--- src/rtl/wb_mux_seq.sv ---
// wb_mux_seq: registered Wishbone decoder that routes Caravel accesses to the
// programmer, pads, debugger and entropy interfaces through a four-state FSM.
// Every target-side output is a flop. The ack is the registered ACK-state flag,
// gated with the live strobe/cycle so a master that has gone away sees no ack.
//
// Handshake: a request is valid while wb_stb_i & wb_cyc_i is high. The master
// holds the request until it sees wbs_ack_o. wbs_ack_o is a single-cycle pulse,
// and wbs_dat_o is meaningful only in that cycle. If valid drops before ACK,
// the transfer is abandoned with no ack. A strobe that has already pulsed is
// not retracted.
module wb_mux_seq #(
  parameter int LOG_CORES   = 3,
  parameter int PC_WIDTH    = 8,
  parameter int INSTR_WIDTH = 32,
  parameter int DATA_WIDTH  = 16,
  parameter int IO_PINS     = 16,
  parameter int DBG_ADDR_W  = 5,
  parameter int DEBUG_LAT   = 2,
  parameter int WB_WIDTH    = 32
) (
  input  logic                   wb_clk_i,
  input  logic                   wb_rst_i,
  input  logic                   wb_stb_i,
  input  logic                   wb_cyc_i,
  input  logic                   wb_we_i,
  input  logic [WB_WIDTH-1:0]    wb_adr_i,
  input  logic [WB_WIDTH-1:0]    wb_dat_i,
  output logic                   wbs_ack_o,
  output logic [WB_WIDTH-1:0]    wbs_dat_o,
  output logic                   prog_we,
  output logic [LOG_CORES-1:0]   prog_sel,
  output logic [PC_WIDTH-1:0]    prog_waddr,
  output logic [INSTR_WIDTH-1:0] prog_wdata,
  output logic                   pads_we,
  output logic                   pads_waddr,
  output logic [IO_PINS-1:0]     pads_wdata,
  output logic [LOG_CORES-1:0]   debug_sel,
  output logic [DBG_ADDR_W-1:0]  debug_addr,
  output logic                   debug_we,
  output logic [DATA_WIDTH-1:0]  debug_wdata,
  input  logic [DATA_WIDTH-1:0]  debug_rdata,
  output logic                   entropy_we,
  output logic [WB_WIDTH-1:0]    entropy_word,
  output logic [1:0]             fsm_state_o
);

  localparam int PROG_FW = LOG_CORES + PC_WIDTH;
  localparam int DBG_FW  = LOG_CORES + DBG_ADDR_W;
  localparam int CNT_W   = (DEBUG_LAT > 1) ? $clog2(DEBUG_LAT) : 1;

  localparam logic [1:0] R_PROG  = 2'b00;
  localparam logic [1:0] R_PADS  = 2'b01;
  localparam logic [1:0] R_DEBUG = 2'b10;

  typedef enum logic [1:0] {
    S_IDLE  = 2'd0,
    S_ISSUE = 2'd1,
    S_WAIT  = 2'd2,
    S_ACK   = 2'd3
  } state_t;

  state_t                 state_q;
  logic [1:0]             region_q;
  logic                   we_q;
  logic                   pads_idx_q;
  logic [DBG_FW-1:0]      dbg_fld_q;
  logic [IO_PINS-1:0]     pads_dat_q;
  logic [CNT_W-1:0]       cnt_q;
  logic [IO_PINS-1:0]     shadow_q [2];
  logic                   ack_q;
  logic [WB_WIDTH-1:0]    rdat_q;
  logic                   prog_we_q, pads_we_q, debug_we_q, entropy_we_q;
  logic [LOG_CORES-1:0]   prog_sel_q, debug_sel_q;
  logic [PC_WIDTH-1:0]    prog_waddr_q;
  logic [INSTR_WIDTH-1:0] prog_wdata_q;
  logic                   pads_waddr_q;
  logic [IO_PINS-1:0]     pads_wdata_q;
  logic [DBG_ADDR_W-1:0]  debug_addr_q;
  logic [DATA_WIDTH-1:0]  debug_wdata_q;
  logic [WB_WIDTH-1:0]    entropy_word_q;

  logic valid;
  logic unused_adr;
  assign valid      = wb_stb_i & wb_cyc_i;
  // The middle address bits carry no field.
  assign unused_adr = ^wb_adr_i;

  // Control FSM. The ISSUE-cycle outputs are loaded on the IDLE->ISSUE edge,
  // so they are registered and line up with the ISSUE state.
  always_ff @(posedge wb_clk_i) begin
    if (wb_rst_i) begin
      state_q        <= S_IDLE;
      region_q       <= '0;
      we_q           <= 1'b0;
      pads_idx_q     <= 1'b0;
      dbg_fld_q      <= '0;
      pads_dat_q     <= '0;
      cnt_q          <= '0;
      shadow_q[0]    <= '0;
      shadow_q[1]    <= '0;
      ack_q          <= 1'b0;
      rdat_q         <= '0;
      prog_we_q      <= 1'b0;
      prog_sel_q     <= '0;
      prog_waddr_q   <= '0;
      prog_wdata_q   <= '0;
      pads_we_q      <= 1'b0;
      pads_waddr_q   <= 1'b0;
      pads_wdata_q   <= '0;
      debug_sel_q    <= '0;
      debug_addr_q   <= '0;
      debug_we_q     <= 1'b0;
      debug_wdata_q  <= '0;
      entropy_we_q   <= 1'b0;
      entropy_word_q <= '0;
    end else begin
      // Every output returns to 0 unless the next state drives it.
      ack_q          <= 1'b0;
      rdat_q         <= '0;
      prog_we_q      <= 1'b0;
      prog_sel_q     <= '0;
      prog_waddr_q   <= '0;
      prog_wdata_q   <= '0;
      pads_we_q      <= 1'b0;
      pads_waddr_q   <= 1'b0;
      pads_wdata_q   <= '0;
      debug_sel_q    <= '0;
      debug_addr_q   <= '0;
      debug_we_q     <= 1'b0;
      debug_wdata_q  <= '0;
      entropy_we_q   <= 1'b0;
      entropy_word_q <= '0;
      case (state_q)
        S_IDLE: begin
          if (valid) begin
            region_q   <= wb_adr_i[WB_WIDTH-1 -: 2];
            we_q       <= wb_we_i;
            pads_idx_q <= wb_adr_i[0];
            dbg_fld_q  <= wb_adr_i[DBG_FW-1:0];
            pads_dat_q <= wb_dat_i[IO_PINS-1:0];
            state_q    <= S_ISSUE;
            case (wb_adr_i[WB_WIDTH-1 -: 2])
              R_PROG: begin
                {prog_sel_q, prog_waddr_q} <= wb_adr_i[PROG_FW-1:0];
                prog_we_q    <= wb_we_i;
                prog_wdata_q <= wb_we_i ? wb_dat_i[INSTR_WIDTH-1:0] : '0;
              end
              R_PADS: begin
                pads_waddr_q <= wb_adr_i[0];
                pads_we_q    <= wb_we_i;
                pads_wdata_q <= wb_we_i ? wb_dat_i[IO_PINS-1:0] : '0;
              end
              R_DEBUG: begin
                {debug_sel_q, debug_addr_q} <= wb_adr_i[DBG_FW-1:0];
                debug_we_q    <= wb_we_i;
                debug_wdata_q <= wb_we_i ? wb_dat_i[DATA_WIDTH-1:0] : '0;
              end
              default: begin
                entropy_we_q   <= wb_we_i;
                entropy_word_q <= wb_we_i ? wb_dat_i : '0;
              end
            endcase
          end
        end
        S_ISSUE: begin
          // The pads strobe has fired this cycle, so the shadow follows it
          // even if the master aborts now.
          if (we_q && region_q == R_PADS)
            shadow_q[pads_idx_q] <= pads_dat_q;
          if (!valid) begin
            state_q <= S_IDLE;
          end else if (we_q) begin
            ack_q   <= 1'b1;
            state_q <= S_ACK;
          end else if (region_q == R_DEBUG) begin
            if (DEBUG_LAT == 1) begin
              rdat_q  <= WB_WIDTH'(debug_rdata);
              ack_q   <= 1'b1;
              state_q <= S_ACK;
            end else begin
              cnt_q   <= CNT_W'(DEBUG_LAT - 1);
              {debug_sel_q, debug_addr_q} <= dbg_fld_q;
              state_q <= S_WAIT;
            end
          end else begin
            if (region_q == R_PADS)
              rdat_q <= WB_WIDTH'(shadow_q[pads_idx_q]);
            ack_q   <= 1'b1;
            state_q <= S_ACK;
          end
        end
        S_WAIT: begin
          if (!valid) begin
            state_q <= S_IDLE;
          end else if (cnt_q == CNT_W'(1)) begin
            rdat_q  <= WB_WIDTH'(debug_rdata);
            ack_q   <= 1'b1;
            state_q <= S_ACK;
          end else begin
            cnt_q <= cnt_q - CNT_W'(1);
            {debug_sel_q, debug_addr_q} <= dbg_fld_q;
          end
        end
        default: state_q <= S_IDLE;
      endcase
    end
  end

  assign wbs_ack_o    = ack_q & valid;
  assign wbs_dat_o    = rdat_q;
  assign prog_we      = prog_we_q;
  assign prog_sel     = prog_sel_q;
  assign prog_waddr   = prog_waddr_q;
  assign prog_wdata   = prog_wdata_q;
  assign pads_we      = pads_we_q;
  assign pads_waddr   = pads_waddr_q;
  assign pads_wdata   = pads_wdata_q;
  assign debug_sel    = debug_sel_q;
  assign debug_addr   = debug_addr_q;
  assign debug_we     = debug_we_q;
  assign debug_wdata  = debug_wdata_q;
  assign entropy_we   = entropy_we_q;
  assign entropy_word = entropy_word_q;
  assign fsm_state_o  = state_q;

endmodule

--- config.mk ---
export PLATFORM = sky130hd
export DESIGN_NAME = wb_mux_seq
export DESIGN_NICKNAME = d
export VERILOG_FILES = /design/src/rtl/wb_mux_seq.sv
export SDC_FILE = /design/constraint.sdc
export NUM_CORES = 1
export LEC_CHECK = 0
export CAP_MARGIN = 20
export CORE_AREA = 5 5 155 120
export CTS_CLUSTER_DIAMETER = 200
export DETAILED_ROUTE_END_ITERATION = 10
export DIE_AREA = 0 0 160 125
export PLACE_DENSITY = 0.77
export SLEW_MARGIN = 25
export SYNTH_ARGS = -nofsm -noshare
export SYNTH_HDL_FRONTEND = slang
export SYNTH_SLANG_ARGS = --single-unit
--- constraint.sdc ---
create_clock -name wb_clk_i -period 1.88 [get_ports wb_clk_i]
set_input_delay 0.376 -clock wb_clk_i [delete_from_list [all_inputs] [get_ports wb_clk_i]]
set_output_delay 0.376 -clock wb_clk_i [all_outputs]
set_load 0.02 [all_outputs]
# Word level (Yosys, flattened, before mapping)
# Memory sizes are Yosys's and may differ from the RTL's. A register that Yosys moved wholly into a read port is not among the register bits.
# Index checks and enable logic that the tools add are counted.
# totals
ff_bits	184
latch_bits	0
ramBits	32
rom_bits	0
inputBits	85
out_inout_bits	155
mem_count	1
# mem_list
name	depth	word_bits	rd	rd_clocked_by_memory_dff	wr	line_no	text
shadow_q	2	16	1	1	2	69	logic [IO_PINS-1:0] shadow_q [2];
# op_classes
n_addsub	1
n_mul	0
div	0
magnitude_cmp	0
eq_ne	12
shifts	0
n_mux	55
bitwise	7
reduce_logical	12
# ops
cell	count
$mux 16	8
$mux 5	7
$mux 32	1
$pmux 16 s2	1
$mux 1	22
$mux 3	7
$reduce_or 16->1	1
$pmux 5 s3	1
$reduce_or 4->1	3
$ne 2x2->1 const B	5
$pmux 3 s3	1
$mux 2	4
$eq 2x1->1 const B	3
$eq 2x2->1 const B	3
$pmux 2 s3	1
$reduce_or 6->1	1
$not 1->1	5
$reduce_and 5->1	1
$logic_not 2->1	2
$pmux 1 s2	2
$reduce_and 2->1	2
$ne 3x3->1 const B	1
$and 1x1->1	2
$reduce_bool 2->1	1
other kinds (2)	2

# Logic depth before layout (Yosys ltp)
# depth
ltp_word	8
mapped_depth	8
depth_no_buf	6

# Worst setup path after synthesis
# Ideal clock, no wire load.
# synth_path
path_kind	register to register
startpoint	reg state_q[0] (netlist: fsm_state_o[0])
endpoint	mem shadow_q[0][0] (enable)
setup_time_ns	0.334
arrival_time_ns	1.599
path_slack_ns	-0.053
path_stages_with_launch	5
synth_period_minus_slack_ns	1.933
path_cell_list	dfxtp_1 > ha_1 > nand4b_1 > nor3_1 > or2_2
# synth_lines
element	line_no	text
start, declared	62	state_t state_q;
start signal, assigned	92	state_q <= S_IDLE;
start signal, assigned	141	state_q <= S_ISSUE;
start signal, assigned	171	state_q <= S_IDLE;
end, declared	69	

# Worst setup path after layout
# layout_path
startpoint	reg entropy_word_q[19] (netlist: entropy_word[19])
endpoint	out entropy_word[19]
# layout_lines
element	line_no	text
start, declared	80	logic [WB_WIDTH-1:0] entropy_word_q;
start signal, assigned	160	entropy_word_q <= wb_we_i ? wb_dat_i : '0;
end, declared	43	output logic [WB_WIDTH-1:0] entropy_word,
# No word-level cell between the ends.

==> impl_metrics.json <==
{
  "numCtsBuffers": 17,
  "outcome": "completed",
  "dp_slack_ns": -0.154,
  "wl_met2_um": 7500,
  "post-route-util_pct": 56.3,
  "post_cts.repair.setup_buffers": 0,
  "critPathArrivalTime_ns": 1.38,
  "start_kind": "flop",
  "ys_seq_area_share_pct": 65.3,
  "critPathBufInv": 1,
  "cts_max_level": 4,
  "syn_area_per_cell_um2": 11.4,
  "drc": 0,
  "overflow": 0,
  "cp_cell_sequence": "clkdlybuf4s50_1",
  "critical-path-max-stage-delay_ns": 0.61,
  "grt_max_degree": 45,
  "synth-xor-area-share_pct": 0,
  "pin_count": 240,
  "drt-met1-wl_um": 6880,
  "yosys.area.top_type": "dfxtp_1",
  "fillers": 1422,
  "register_area_um2": 4320,
  "clock_latency_ns": 0.43,
  "wire_per_inst_um": 15.6,
  "synth_top_family_by_area": "simple AND/OR/NAND/NOR gates",
  "first_global_vias": 4622,
  "die_w_um": 160,
  "worst-path-max-fanout": 1,
  "clk_pin_slew_ns": 0.07,
  "cap_violations": 0,
  "drive_above_1_share_pct": 8.94,
  "cts-root-buf": "clkbuf_16",
  "synth_mux_area_share_pct": 2.59,
  "top_layer": "met4",
  "drt-total-wl_um": 16200,
  "maxSlewViolCount": 0,
  "yosys_warnings": 0,
  "ir_worst_vdd_uv": 636,
  "synth-adder-area-share_pct": 0.756,
  "cts_tree": "done",
  "ant_nets": 0,
  "syn_inst": 583,
  "path_class": "flop to output port",
  "gp_congestion": 0.809,
  "core_um2": 17100,
  "critical-path-top-delay-family": "buffers and inverters",
  "slowest_stage": "clkdlybuf4s50_1",
  "hold_viol_final": 0,
  "final.min_clock_period_ns": 1.76,
  "synth_cell_types": 38,
  "die_area_um2": 20000,
  "fin_nets": 894,
  "antenna_found_initial": 1,
  "io_buffers": 204,
  "vias_per_cell": 4.49,
  "first_pass_iters": 4,
  "finalSetupViolations": 0,
  "initial_core_util_pct": 38.8,
  "postLayoutSetupSlackWorst_ns": 0.122,
  "dp_hpwl_um": 11800,
  "die_y_um": 125,
  "synth_area_leaders": "dfxtp_1, edfxtp_1, and2_1",
  "num_vias": 4659,
  "grt_pass1_wl_um": 25000,
  "hold_slack_ns": 0.461,
  "p_per_area_nw_per_um2": 885,
  "cp.required_ns": 1.50,
  "finalCritPeriodShare_pct": 93.5,
  "power_w": 0.00851,
  "skew_ns": 0.0103,
  "cp-end-kind": "output port",
  "min_path_type": "flop to flop",
  "synth-compound-area-share_pct": 5.52,
  "rsz0062_at_grt": "false",
  "grt_use_total_pct": 16.0,
  "synth_top_area_share_pct": 50.8,
  "synth_simple_gate_area_share_pct": 21.6,
  "area_growth_pct": 45.3,
  "clock_sinks": 200,
  "drt_iter0_drc": 176,
  "fmax_ghz": 0.569,
  "synth-seq-cells": 200,
  "multi_input_area_um2": 2080,
  "cts_buffer_depth": 2,
  "rows": 42,
  "leakagePower_nw": 3.78,
  "synth_area_um2": 6620,
  "met3WireLength_um": 1550
}
==> cell usage after synthesis <==
| cell | n |
|---|---|
| and2_1 | 108 |
| a22oi_1 | 8 |
| nor3b_2 | 1 |
| a2bb2oi_1 | 16 |
| or3b_2 | 1 |
| nor4_4 | 1 |
| buf_6 | 1 |
| nand4b_1 | 1 |
| nor4_1 | 1 |
| buf_1 | 1 |
| or2_0 | 1 |
| and3b_1 | 1 |
| nand2_1 | 57 |
| nand3b_1 | 1 |
| buf_4 | 17 |
| inv_1 | 2 |
| nor2b_1 | 1 |
| ha_1 | 4 |
| buf_2 | 12 |
| nand3_1 | 2 |
| or4_1 | 1 |
| and4bb_2 | 1 |
| edfxtp_1 | 32 |
| nand4bb_1 | 1 |
| nand2b_1 | 4 |
| conb_1 | 1 |
| mux2_2 | 1 |
| a21oi_1 | 30 |
| or2_2 | 2 |
| dfxtp_1 | 168 |
| mux2i_1 | 16 |
| nor2_1 | 29 |
| clkbuf_1 | 18 |
| nor4bb_1 | 1 |
| a211oi_1 | 2 |
| and3_1 | 36 |
| nor3b_4 | 1 |
| nor3_1 | 2 |
==> sequential cells by signal, indices dropped and copies added, names as in the netlist, 2 cells and up, named ones only <==
signal	count
dbg_fld_q	8
debug_addr	5
debug_sel	3
debug_wdata	16
entropy_word	32
fsm_state_o	2
pads_dat_q	16
pads_wdata	16
prog_sel	3
prog_waddr	8
prog_wdata	32
region_q	2
shadow_q	32
wbs_dat_o	16
==> stage by stage <==
step                      std cells  setup TNS (ns)  cell area, um^2
after floorplan                 598               0             6680
after global placement         1006          -10.20             9040
after detailed placement       1006          -13.76             9040
after CTS                      1037               0             9610
after global routing           1038               0             9620
final                          1038               0             9620
==> per-layer routing <==
metal  GRT usage, %  vias up
li1               -     2350
met1           18.9     2144
met2           25.7      147
met3           7.50       18
met4           5.77        0
met5              0        -
==> layout by cell type (no fill, tap or decap), drive strengths merged, types with 2 or more instances in the layout <==
master | synthesis | layout
a211oi | 2 | 2
or2 | 3 | 3
nor3 | 2 | 2
a22oi | 8 | 8
dfxtp | 168 | 168
inv | 2 | 10
ha | 4 | 4
clkinv | 0 | 5
nand3 | 2 | 2
nor4 | 2 | 2
edfxtp | 32 | 32
clkdlybuf4s50 | 0 | 201
clkbuf | 18 | 18
conb | 1 | 16
nand2b | 4 | 4
dlygate4sd2 | 0 | 3
nand2 | 57 | 57
mux2i | 16 | 16
and3 | 36 | 36
buf | 31 | 33
a2bb2oi | 16 | 16
a21oi | 30 | 30
nor2 | 29 | 29
nor3b | 2 | 2
and2 | 108 | 108
==> final timing paths <==
| path | cells after the start | endpoint | slack [ns] | start |
|---|---|---|---|---|
| setup / recovery | 1 | entropy_word[19] | 0.12 | entropy_word[19]$_SDFF_PP0_ |
| hold / removal | 2 | pads_dat_q[12]$_SDFFE_PP0N_ | 0.46 | pads_dat_q[12]$_SDFFE_PP0N_ |
| setup reg to reg | 5 | shadow_q[1][3]$_SDFFCE_PN0P_ | 0.14 | fsm_state_o[0]$_SDFFE_PP0P_ |
| hold reg to reg | 2 | pads_dat_q[12]$_SDFFE_PP0N_ | 0.46 | pads_dat_q[12]$_SDFFE_PP0N_ |
==> where the power goes <==
| group | internal [W] | switching, W |
|---|---|---|
| registers | 0.00441 | 0.0000324 |
| logic | 0.000258 | 0.000270 |
| clock network | 0.00184 | 0.00170 |
| total | 0.00651 | 0.00200 |
==> logic make-up after synthesis <==
logic type	after synthesis
other	1
and+or+nand+nor	254
DFF	200
AOI/OAI and AO/OA	56
muxes	17
adders and majority gates	4
buffers and inverters	51
==> what timing repair did <==
item                                    CTS  global route
endpoints found under the setup margin    3             1
gates resized for setup                   3             1
cloned                                    0             0
hold buffers                              0             0
==> layout make-up <==
cell class / instances / area share [%]
inverters: 2 / 0.0781
diodes: 1 / 0.0260
repair buffers: 237 / 24.4
multi-input cells: 347 / 21.6
clock inverters: 13 / 1.33
well taps: 220 / 2.86
clock buffers: 18 / 4.68
flip-flops and latches: 200 / 45.0
No activity file was read; power rests on OpenSTA's default activity.
